File: src/rtl/fetch_pkg.sv
// fetch_pkg: shared definitions for the fetch / branch control slice.
//   ADDR_W, INSTR_W : PC/ROM address width and instruction word width
//   OP_*            : control-flow opcodes carried in instr[11:8]
//   state_t         : sequencer states
//   opcode_of()     : extracts the opcode field from an instruction word
package fetch_pkg;

  localparam int ADDR_W  = 6;
  localparam int INSTR_W = 12;

  localparam logic [3:0] OP_CALL = 4'hA;
  localparam logic [3:0] OP_RET  = 4'hB;
  localparam logic [3:0] OP_JMP  = 4'hC;
  localparam logic [3:0] OP_BZ   = 4'hD;
  localparam logic [3:0] OP_BNZ  = 4'hE;
  localparam logic [3:0] OP_HALT = 4'hF;

  typedef enum logic [1:0] {
    S_IDLE   = 2'd0,
    S_FETCH  = 2'd1,
    S_EXEC   = 2'd2,
    S_HALTED = 2'd3
  } state_t;

  function automatic logic [3:0] opcode_of(input logic [INSTR_W-1:0] w);
    return w[INSTR_W-1 -: 4];
  endfunction

endpackage

File: src/rtl/return_stack.sv
// return_stack: DEPTH x W LIFO holding CALL return addresses.
//   clk, rst : clock, synchronous active-high reset (clears sp and contents)
//   push/din : write din on top (ignored when full)
//   pop      : discard top entry (ignored when empty)
//   dout     : current top entry (0 when empty)
//   full, empty : occupancy flags
module return_stack #(
  parameter int DEPTH = 4,
  parameter int W     = 6
) (
  input  logic         clk,
  input  logic         rst,
  input  logic         push,
  input  logic         pop,
  input  logic [W-1:0] din,
  output logic [W-1:0] dout,
  output logic         full,
  output logic         empty
);

  localparam int SW = $clog2(DEPTH + 1);
  localparam int AW = (DEPTH > 1) ? $clog2(DEPTH) : 1;

  logic [W-1:0]  mem [DEPTH];
  logic [SW-1:0] sp;
  logic [AW-1:0] wr_idx, top_idx;

  assign full    = (sp == SW'(DEPTH));
  assign empty   = (sp == '0);
  assign wr_idx  = AW'(sp);
  assign top_idx = AW'(sp - SW'(1));
  assign dout    = empty ? '0 : mem[top_idx];

  always_ff @(posedge clk) begin
    if (rst) begin
      sp <= '0;
      for (int i = 0; i < DEPTH; i++) mem[i] <= '0;
    end else if (push && !full) begin
      mem[wr_idx] <= din;
      sp          <= sp + SW'(1);
    end else if (pop && !empty) begin
      sp <= sp - SW'(1);
    end
  end

endmodule

File: src/rtl/fetch_branch_ctrl.sv
// fetch_branch_ctrl: fetch sequencer and PC branch control.
//   clk, rst    : clock, synchronous active-high reset
//   start       : leave IDLE and begin fetching
//   stall       : execute stage busy, hold in FETCH
//   zero_flag   : ALU zero flag for BZ/BNZ
//   pc_in       : current PC; rom_addr mirrors it combinationally
//   rom_data    : combinational ROM read data
//   pc_en, pc_branch, pc_target : one-cycle PC update command (EXEC cycle)
//   ir, ir_valid: instruction register and its new-instruction strobe
//   halted      : HALT executed (sticky until rst)
//   stack_err   : sticky, CALL on full / RET on empty return stack
module fetch_branch_ctrl #(
  parameter int ADDR_W      = fetch_pkg::ADDR_W,
  parameter int INSTR_W     = fetch_pkg::INSTR_W,
  parameter int STACK_DEPTH = 4
) (
  input  logic               clk,
  input  logic               rst,
  input  logic               start,
  input  logic               stall,
  input  logic               zero_flag,
  input  logic [ADDR_W-1:0]  pc_in,
  output logic [ADDR_W-1:0]  rom_addr,
  input  logic [INSTR_W-1:0] rom_data,
  output logic               pc_en,
  output logic               pc_branch,
  output logic [ADDR_W-1:0]  pc_target,
  output logic [INSTR_W-1:0] ir,
  output logic               ir_valid,
  output logic               halted,
  output logic               stack_err
);

  import fetch_pkg::*;

  state_t state, nstate;

  logic              capture;
  logic              d_en, d_br, d_push, d_pop, d_err, d_halt;
  logic [ADDR_W-1:0] d_tgt;
  logic [ADDR_W-1:0] ret_addr;
  logic [ADDR_W-1:0] st_dout;
  logic              st_full, st_empty;

  assign rom_addr = pc_in;
  assign ret_addr = pc_in + ADDR_W'(1);  // wraps 63 -> 0

  // state register
  always_ff @(posedge clk) begin
    if (rst) state <= S_IDLE;
    else     state <= nstate;
  end

  // next state
  always_comb begin
    nstate = state;
    case (state)
      S_IDLE:   if (start) nstate = S_FETCH;
      S_FETCH:  if (!stall) nstate = S_EXEC;
      S_EXEC:   nstate = (opcode_of(ir) == OP_HALT) ? S_HALTED : S_FETCH;
      S_HALTED: nstate = S_HALTED;
      default:  nstate = S_IDLE;
    endcase
  end

  // Decode of rom_data on the capture edge; the results are registered so
  // they appear as a single-cycle command during EXEC.
  always_comb begin
    capture = (state == S_FETCH) && !stall;
    d_en    = 1'b0;
    d_br    = 1'b0;
    d_tgt   = '0;
    d_push  = 1'b0;
    d_pop   = 1'b0;
    d_err   = 1'b0;
    d_halt  = 1'b0;
    if (capture) begin
      d_en = 1'b1;
      case (opcode_of(rom_data))
        OP_JMP: begin
          d_br  = 1'b1;
          d_tgt = rom_data[ADDR_W-1:0];
        end
        OP_BZ: if (zero_flag) begin
          d_br  = 1'b1;
          d_tgt = rom_data[ADDR_W-1:0];
        end
        OP_BNZ: if (!zero_flag) begin
          d_br  = 1'b1;
          d_tgt = rom_data[ADDR_W-1:0];
        end
        OP_CALL: begin
          if (st_full) d_err = 1'b1;  // no push, plain increment
          else begin
            d_push = 1'b1;
            d_br   = 1'b1;
            d_tgt  = rom_data[ADDR_W-1:0];
          end
        end
        OP_RET: begin
          if (st_empty) d_err = 1'b1;
          else begin
            d_pop = 1'b1;
            d_br  = 1'b1;
            d_tgt = st_dout;
          end
        end
        OP_HALT: begin
          d_en   = 1'b0;
          d_halt = 1'b1;
        end
        default: ;
      endcase
    end
  end

  always_ff @(posedge clk) begin
    if (rst) begin
      pc_en     <= 1'b0;
      pc_branch <= 1'b0;
      pc_target <= '0;
      ir        <= '0;
      ir_valid  <= 1'b0;
      halted    <= 1'b0;
      stack_err <= 1'b0;
    end else begin
      pc_en     <= d_en;
      pc_branch <= d_br;
      pc_target <= d_tgt;
      ir_valid  <= capture;
      if (capture) ir <= rom_data;
      if (d_halt)  halted <= 1'b1;
      if (d_err)   stack_err <= 1'b1;
    end
  end

  return_stack #(
    .DEPTH (STACK_DEPTH),
    .W     (ADDR_W)
  ) u_stack (
    .clk   (clk),
    .rst   (rst),
    .push  (d_push),
    .pop   (d_pop),
    .din   (ret_addr),
    .dout  (st_dout),
    .full  (st_full),
    .empty (st_empty)
  );

endmodule

File: config.mk
export PLATFORM = sky130hd
export DESIGN_NAME = fetch_branch_ctrl
export DESIGN_NICKNAME = d
export VERILOG_FILES = /design/src/rtl/fetch_pkg.sv /design/src/rtl/return_stack.sv /design/src/rtl/fetch_branch_ctrl.sv
export SDC_FILE = /design/constraint.sdc
export NUM_CORES = 1
export LEC_CHECK = 0
export ABC_CLOCK_PERIOD_IN_PS = 2700
export BUFFER_PORTS_ARGS = -buffer_cell sky130_fd_sc_hd__buf_2
export CAP_MARGIN = 20
export CORE_MARGIN = 4
export CORE_UTILIZATION = 49
export DETAILED_ROUTE_END_ITERATION = 8
export GPL_ROUTABILITY_DRIVEN = 0
export GPL_TIMING_DRIVEN = 0
export PLACE_DENSITY = 0.79
export SYNTH_ARGS = -nofsm -noshare
export SYNTH_HDL_FRONTEND = slang
export SYNTH_HIERARCHICAL = 1
export SYNTH_SLANG_ARGS = --single-unit
File: constraint.sdc
create_clock -name clk -period 2.7 [get_ports clk]
set_clock_uncertainty 0.05 [all_clocks]
set_input_delay 0.27 -clock clk [delete_from_list [all_inputs] [get_ports clk]]
set_output_delay 0.27 -clock clk [all_outputs]
set_load 0.005 [all_outputs]
==> results.cfg, run 1 <==
[power]
clockPowerShare_pct = 32.8
p_int_w = 0.00110
switching_power_w = 0.000368
ir_worst_vdd_v = 0.000238
combPwrFrac_pct = 8.9
power_leakage_nw = 1.21
p_per_area_mw_per_mm2 = 475
p_sw_share_pct = 25.0
pwr-share-seq_pct = 58.2

[critical_path]
startpoint = u_stack/sp[0]$_SDFFE_PP0P_
r2r_slack_ns = 0.20
cp_max_fo = 10
reg2reg_depth = 10
endpoint_kind = flop
path_class = reg -> reg
r2r-start = u_stack/sp[0]$_SDFFE_PP0P_
reg2reg_to = u_stack/mem[2][2]$_SDFFCE_PN0P_
required_ns = 2.68
start_kind = flop
critPathArrivalTime_ns = 2.48

[cells_and_area]
layout.cells.most_common_list = 54 x buf_2, 34 x nand2_1, 30 x and2_1
antenna_cells = 0
drive_gt1_share_pct = 35.2
syn_to_final_growth_pct = 18.8
final_common_cell = buf_2
nNetsFinal = 327
final_area_mm2 = 0.00309

[synth]
seq_area_frac_synth_pct = 49.3
netlist_area_mm2 = 0.00260
synth_top_area_cell = edfxtp_1
avgSynthCellArea_um2 = 10.9
synth.distinct_cells = 49
synth_edf_count = 24
synth_area_leaders = edfxtp_1 28%, dfxtp_1 22%, and2_1 7.2%
yosys_most_used_dff = dfxtp_1
yosysWarnings = 6
ys_seq_elements = 52
yosys.area.top_type_share_pct = 27.7
synth_nets = 266
synth_cells = 239
async_flop_share_pct = 0

[timing]
setup_ws_ns = 0.200
maxSlewViolCount = 0
setup_violations = 0
max_freq_mhz = 400
fin_crit_sh_pct = 92.6
max_slew_margin_pct = 68.9
rsz0062_at_grt = no
max_slew.worst_pin.slew_ns = 0.466
hold_violations = 0
timing.setup.tns_ns = 0
post-route-min-period_ns = 2.50

[global_route]
track_usage_pct = 15.9
first_global_vias = 1803
antenna_found_initial = 0
grt-ovfl-total = 0
grt_pass1_wl_mm = 8.02
grt_start_max_net_pins = 20

[die]
ios = 52
coreArea_mm2 = 0.00514
start_util_pct = 50.6
die_y_um = 80.8
dieArea_mm2 = 0.00654
row_count = 26
die_w_um = 80.8

[place]
dpl_worst_slack_ns = -0.229
port_buffers = 50
hpwl_mm = 3.84
placed_cell_area_mm2 = 0.00294

[clock_tree]
cts_tree = yes
numCtsBuffers = 5
path_clk_slew_ns = 0.11
worst_skew_pair.late_latency_ns = 0.31
clockBufferDepth = 2
root_buffer = clkbuf_8
clock-sinks = 52
htreeDepth = 2

[min_path]
hp-start = rom_data[7]
worstHoldPathType = in -> reg
whs_endpoint = ir[7]$_SDFFE_PP0P_
min_path_cells = 3

[routing]
drtIter0Drc = 47
drc = 0
routedWlPerCell_um = 13.4
vias = 1926
ant_nets = 0
drt_wl_total_mm = 4.98
first_pass_iters = 4
viasPerCell = 5.19

[outcome]
status = finished clean

[flow_run]
drv_cap = 0
[flip-flops by register name (all words and copies together) (netlist names)]
name,cells
ir,12
state,2
pc_branch,1
stack_err,1
pc_target,6
u_stack/mem,24
halted,1
pc_en,1
ir_valid,1
u_stack/sp,3
[timing repair]
item | CTS | global route
setup endpoints to repair | 20 | 38
endpoints found under the hold margin | 0 | 0
buffers inserted | 3 | 1
hold buffers | 0 | 0
resized for setup | 6 | 3
pin swaps | 3 | 0
[layout make-up]
class                           count  area [µm²]
Fill cell                         459        2050
Inverter                            8        30.0
Multi-Input combinational cell    162        1180
Clock buffer                        5        68.8
Buffer                             17         125
Timing Repair Buffer               54         280
Sequential cell                    52        1280
Tap cell                           70        87.6
Clock inverter                      3        28.8
[worst max-delay path, cell delays in order (launching register included)]
cell and delay (ns):
dfxtp_2 0.38, buf_6 0.19, inv_2 0.09, ha_2 0.24
and2_4 0.17, buf_6 0.14, nor3_1 0.17, buf_4 0.19
nand2b_2 0.14, nor4_4 0.25, or2_4 0.21
[cell usage after synthesis (2+ instances only)]
master and n:
nand2_1 34, and2_1 30, dfxtp_1 28, edfxtp_1 24
a21oi_1 17, o22ai_1 8, buf_4 7, inv_1 7
nand4_1 7, mux4_2 6, nand3_1 6, nor2_1 6
buf_2 4, buf_6 4, ha_1 4, nor4_4 3
o21ai_0 3, or2_1 3, xnor2_1 3, and3_1 2
and3b_1 2, clkbuf_1 2, nand2b_1 2, nand3b_1 2
[per-stage QoR]
stage	util, %	cells	power (W)	hold slack (ns)
floorplan	-	239	0.000945	0.289
global placement	57.2	359	0.000999	0.389
detailed placement	57.2	359	0.00100	0.394
CTS	59.8	370	0.00148	0.129
global route	60.1	371	0.00153	0.142
finish	60.1	371	0.00147	0.128
[metal layers]
layer | wire [µm] | vias up | global-route usage (%)
li1 | - | 968 | -
met1 | 2070 | 887 | 18.2
met2 | 2490 | 64 | 28.7
met3 | 333 | 7 | 3.44
met4 | 87 | 0 | 6.42
met5 | 0 | - | 0
[how the worst max path moves through the flow]
stage / slack [ns] / depth (start not counted) / to
global route: 0.05 / 10 / u_stack/mem[2][4]$_SDFFCE_PN0P_
finish: 0.20 / 10 / u_stack/mem[2][2]$_SDFFCE_PN0P_
floorplan: 0.13 / 10 / u_stack/mem[2][0]$_SDFFCE_PN0P_
detailed placement: -0.23 / 9 / u_stack/mem[2][3]$_SDFFCE_PN0P_
global placement: -0.16 / 10 / u_stack/mem[0][5]$_SDFFCE_PN0P_
CTS: 0.005 / 10 / u_stack/sp[1]$_SDFFE_PP0P_
[power groups by stage]
stage          Sequential, W  Combinational [W]  Clock (W)
6_report            0.000855           0.000131   0.000482
5_1_grt             0.000858           0.000147   0.000525
4_1_cts             0.000855           0.000132   0.000488
3_5_place_dp        0.000873           0.000129          0
3_3_place_gp        0.000872           0.000127          0
2_1_floorplan       0.000871          0.0000736          0
[cells by family after synthesis]
| group | synth area share (%) |
|---|---|
| AND/OR/NAND/NOR | 25.9 |
| multiplexers | 6.06 |
| AO/OA/AOI/OAI | 9.53 |
| buffers and inverters | 5.97 |
| adder cells (fa/ha/maj) | 1.93 |
| XOR/XNOR | 1.35 |
| flip-flops | 49.3 |
No activity file was read; power rests on OpenSTA's default activity.
==> inputs of run 2 (changes only) <==
Settings changed: CELL_PAD_IN_SITES_DETAIL_PLACEMENT from default to 0, CELL_PAD_IN_SITES_GLOBAL_PLACEMENT from default to 1, CORE_UTILIZATION 49 to 38.
==> results.cfg, run 2 (synthesized netlist as in run 1, its figures left out) <==
[outcome]
status = finished clean

[cells_and_area]
largest-register = u_stack/mem
fin_util_pct = 47.6
nNetsFinal = 327
final_common_cell = buf_2
reg_top3 = u_stack/mem (24), ir (12), pc_target (6)
syn_to_final_growth_pct = 19.0
drive_gt1_share_pct = 35.2
largest_reg_flops = 24
antenna_cells = 0
layout.cells.most_common_list = 54 x buf_2, 34 x nand2_1, 30 x and2_1

[critical_path]
cpMaxStageDelayCell = dfxtp_2
cpPeakStageDelay_ns = 0.38
critPathArrivalTime_ns = 2.48
required_ns = 2.68
cpMostUsedCell = buf_6
path_class = reg -> reg
path_delay_family = simple AND/OR/NAND/NOR gates
start_kind = flop
endpoint_kind = flop
critical_path_buf_inv_count = 4
crit_chain = buf_6 -> inv_2 -> ha_2 -> and2_4 -> buf_6 -> nor3_1 -> buf_4 -> nand2b_2 -> nor4_4 -> or2_4
cp_max_fo = 10

[place]
dpl_worst_slack_ns = -0.208
hpwl_mm = 4.01
port_buffers = 50

[routing]
vias = 1910
drtIter0Drc = 51
routedWlPerCell_um = 13.5
first_pass_iters = 4
ant_nets = 0
drt_wl_total_mm = 5.11
viasPerCell = 5.05
drc = 0

[flow_run]
drv_cap = 0

[clock_tree]
htreeDepth = 2
clock-sinks = 52
clockBufferDepth = 2
path_clk_slew_ns = 0.10
cts_tree = yes
worst_skew_pair.late_latency_ns = 0.30
ctsHoldBuffers = 0
numCtsBuffers = 5
root_buffer = clkbuf_8

[timing]
timing.setup.tns_ns = 0
post-route-min-period_ns = 2.51
hold_violations = 0
setup_violations = 0
max_slew.worst_pin.slew_ns = 0.463
setup_ws_ns = 0.193
rsz0062_at_grt = no
fin_crit_sh_pct = 92.8
max_slew_margin_pct = 69.1
max_freq_mhz = 399
maxSlewViolCount = 0
hold_slack_ns = 0.146

[global_route]
grt_pass1_wl_mm = 8.81
antenna_found_initial = 0
grt_start_max_net_pins = 19
track_usage_pct = 13.2
grt-ovfl-total = 0
first_global_vias = 1918

[power]
pwr-share-seq_pct = 59.2
power_leakage_nw = 1.20
p_int_w = 0.00109
switching_power_w = 0.000351
ir_worst_vdd_v = 0.000200
finalPower_w = 0.00144
combPwrFrac_pct = 9.2
p_per_area_mw_per_mm2 = 467
p_sw_share_pct = 24.3
clockPowerShare_pct = 31.7

[die]
die_w_um = 90.7
start_util_pct = 40.0
row_count = 29
die_y_um = 90.7
ios = 52
coreArea_mm2 = 0.00649
dieArea_mm2 = 0.00823

[min_path]
worstHoldPathType = in -> reg
[run 2: cell types whose count changed in the layout (fill, tap and decap cells not counted), sizes merged]
| cell | change |
|---|---|
| clkinvlp | +1 |
| inv | -1 |
[run 2: path summary, 6_finish.rpt]
path / cells after the start / end / slack (ns) / from
hold / removal: 3 / ir[6]$_SDFFE_PP0P_ / 0.15 / rom_data[6]
setup reg to reg: 10 / u_stack/mem[1][4]$_SDFFCE_PN0P_ / 0.19 / u_stack/sp[0]$_SDFFE_PP0P_
setup / recovery: 10 / u_stack/mem[1][4]$_SDFFCE_PN0P_ / 0.19 / u_stack/sp[0]$_SDFFE_PP0P_
hold reg to reg: 2 / ir[6]$_SDFFE_PP0P_ / 0.41 / ir[6]$_SDFFE_PP0P_
[run 2: layout make-up]
cell class,count,area (µm²)
Buffer,17,125
Clock inverter,3,25.0
Fill cell,613,3400
Clock buffer,5,68.8
Multi-Input combinational cell,162,1180
Timing Repair Buffer,54,280
Tap cell,77,96.3
Sequential cell,52,1280
Inverter,8,30.0
[run 2: repair_timing]
action	4_1_cts	5_1_grt
setup endpoints to repair	20	48
pin swaps	3	1
resized for setup	7	2
buffers inserted	3	1
[run 2: routing by layer]
metal | track usage [%] | vias to the layer above | routed length (µm) | share of wire (%)
li1 | - | 970 | - | -
met1 | 15.3 | 883 | 2260 | 44
met2 | 23.5 | 53 | 2530 | 50
met3 | 3.33 | 4 | 257 | 5.0
met4 | 4.59 | 0 | 59 | 1.2
met5 | 0 | - | 0 | 0
[run 2: power by group through the flow]
stage	combinational [W]	clock, W	sequential [W]
after floorplan	0.0000736	0	0.000871
after global placement	0.000129	0	0.000872
after detailed placement	0.000131	0	0.000874
after CTS	0.000134	0.000476	0.000855
after global routing	0.000148	0.000506	0.000858
final	0.000132	0.000457	0.000855
[run 2: per-stage QoR]
step | std cells | cell area (µm²)
2_1_floorplan | 239 | 2600
3_3_place_gp | 366 | 2950
3_5_place_dp | 366 | 2950
4_1_cts | 377 | 3080
5_1_grt | 378 | 3090
6_report | 378 | 3090
[run 2: worst min-delay path, stage by stage]
cell and delay [ns]:
buf_2 0.10, nand2_1 0.04, a21oi_1 0.05
==> inputs of run 3 (changes only) <==
Settings changed: CORE_ASPECT_RATIO from default to 2.
==> results.cfg, run 3 (synthesized netlist as in run 1, its figures left out) <==
[outcome]
status = finished clean

[cells_and_area]
syn_to_final_growth_pct = 22.3
layout.cells.most_common_list = 54 x buf_2, 34 x nand2_1, 30 x and2_1
nNetsFinal = 327
antenna_cells = 0
largest-register = u_stack/mem
reg_top3 = u_stack/mem (24), ir (12), pc_target (6)
final_common_cell = buf_2
largest_reg_flops = 24
drive_gt1_share_pct = 34.6

[power]
combPwrFrac_pct = 7.9
p_per_area_mw_per_mm2 = 532
p_int_w = 0.00134
power_leakage_nw = 1.24
p_sw_share_pct = 21.1
clockPowerShare_pct = 41.6
switching_power_w = 0.000357
ir_worst_vdd_v = 0.000273
pwr-share-seq_pct = 50.5

[die]
die_w_um = 66.5
die_y_um = 125
row_count = 42
dieArea_mm2 = 0.00831
coreArea_mm2 = 0.00662
start_util_pct = 39.3
ios = 52

[flow_run]
drv_cap = 0

[timing]
max_slew.worst_pin.slew_ns = 0.468
maxSlewViolCount = 0
fin_crit_sh_pct = 92.8
setup_violations = 0
hold_slack_ns = 0.160
max_freq_mhz = 399
max_slew_margin_pct = 68.6
timing.setup.tns_ns = 0
rsz0062_at_grt = no
post-route-min-period_ns = 2.50
hold_violations = 0

[routing]
vias = 1885
drtIter0Drc = 58
routedWlPerCell_um = 14.1
ant_nets = 0
first_pass_iters = 4
drt_wl_total_mm = 5.49
drc = 0
viasPerCell = 4.85

[critical_path]
endpoint_kind = flop
critPathArrivalTime_ns = 2.46
path_class = reg -> reg
cp_max_fo = 10
required_ns = 2.65
start_kind = flop

[clock_tree]
clockBufferDepth = 2
cts_tree = yes
clock-sinks = 52
numCtsBuffers = 5
root_buffer = clkbuf_16
htreeDepth = 2
worst_skew_pair.late_latency_ns = 0.29
path_clk_slew_ns = 0.07

[global_route]
first_global_vias = 1919
grt_start_max_net_pins = 16
track_usage_pct = 14.1
grt.busiest_layer = met2
grtUsageMet3_pct = 2.06
antenna_found_initial = 0
use_met1_pct = 12.6
grt-ovfl-total = 0
grt_pass1_wl_mm = 9.02
grt_use_met2_pct = 28.8

[min_path]
worstHoldPathType = in -> reg

[place]
hpwl_mm = 4.45
port_buffers = 50
-- run 3: changes by cell type in the layout (fill, tap and decap cells not counted) --
cell        change
buf_6           -1
buf_8           +1
bufinv_16       +1
clkbuf_16       +5
clkbuf_8        -5
clkinv_1        +2
clkinvlp_4      -1
inv_6           -2
-- run 3: metal layers --
metal	wire, µm	part of all wire, %	vias up
met2	3380	62	45
li1	-	-	969
met5	0	0	-
met1	1780	32	863
met4	111	2.0	0
met3	219	4.0	8
-- run 3: worst paths after layout --
check	start	endpoint	slack (ns)	cells after the start
worst min register to register	ir[3]$_SDFFE_PP0P_	ir[3]$_SDFFE_PP0P_	0.40	2
worst min-delay path	rom_data[6]	ir[6]$_SDFFE_PP0P_	0.16	3
worst max-delay path	u_stack/sp[0]$_SDFFE_PP0P_	u_stack/mem[2][3]$_SDFFCE_PN0P_	0.20	10
worst max register to register	u_stack/sp[0]$_SDFFE_PP0P_	u_stack/mem[2][3]$_SDFFCE_PN0P_	0.20	10
-- run 3: cell type report --
type / instances / area (µm²)
tap: 88 / 110
multi-input combinational: 162 / 1180
sequential: 52 / 1280
buffer: 17 / 129
fill: 651 / 3440
timing repair buffer: 54 / 280
inverter: 8 / 30.0
clock inverter: 3 / 37.5
clock buffer: 5 / 125
-- run 3: what timing repair did --
item                                    CTS  global route
buffers inserted                          3             1
pin swaps                                 3             0
endpoints found under the hold margin     0             0
resized for setup                         7             3
gates cloned                              0             0
endpoints found under the setup margin   20            20
hold buffers                              0             0
-- run 3: power groups by stage --
stage                     combinational (W)  sequential, W  clock, W
after detailed placement           0.000133       0.000873         0
after global placement             0.000131       0.000872         0
after floorplan                   0.0000736       0.000871         0
after global routing               0.000149       0.000858  0.000737
final                              0.000134       0.000855  0.000704
after CTS                          0.000137       0.000856  0.000712
-- run 3: worst max-delay path: stages (launching register included) --
cell and delay, ns:
dfxtp_2 0.38, buf_8 0.18, inv_2 0.08, ha_2 0.25, and2_4 0.17, buf_6 0.14
nor3_1 0.17, buf_4 0.18, nand2b_2 0.13, nor4_4 0.25, or2_4 0.22
-- run 3: through the flow --
stage	setup WS (ns)	total power, W	instance area [µm²]	utilization (%)	std cells
2_1_floorplan	0.131	0.000945	2600	-	239
3_3_place_gp	-0.301	0.00100	2960	44.7	377
3_5_place_dp	-0.340	0.00101	2960	44.7	377
4_1_cts	0.0848	0.00170	3170	47.8	388
5_1_grt	0.0621	0.00174	3180	48.0	389
6_report	0.195	0.00169	3180	48.0	389
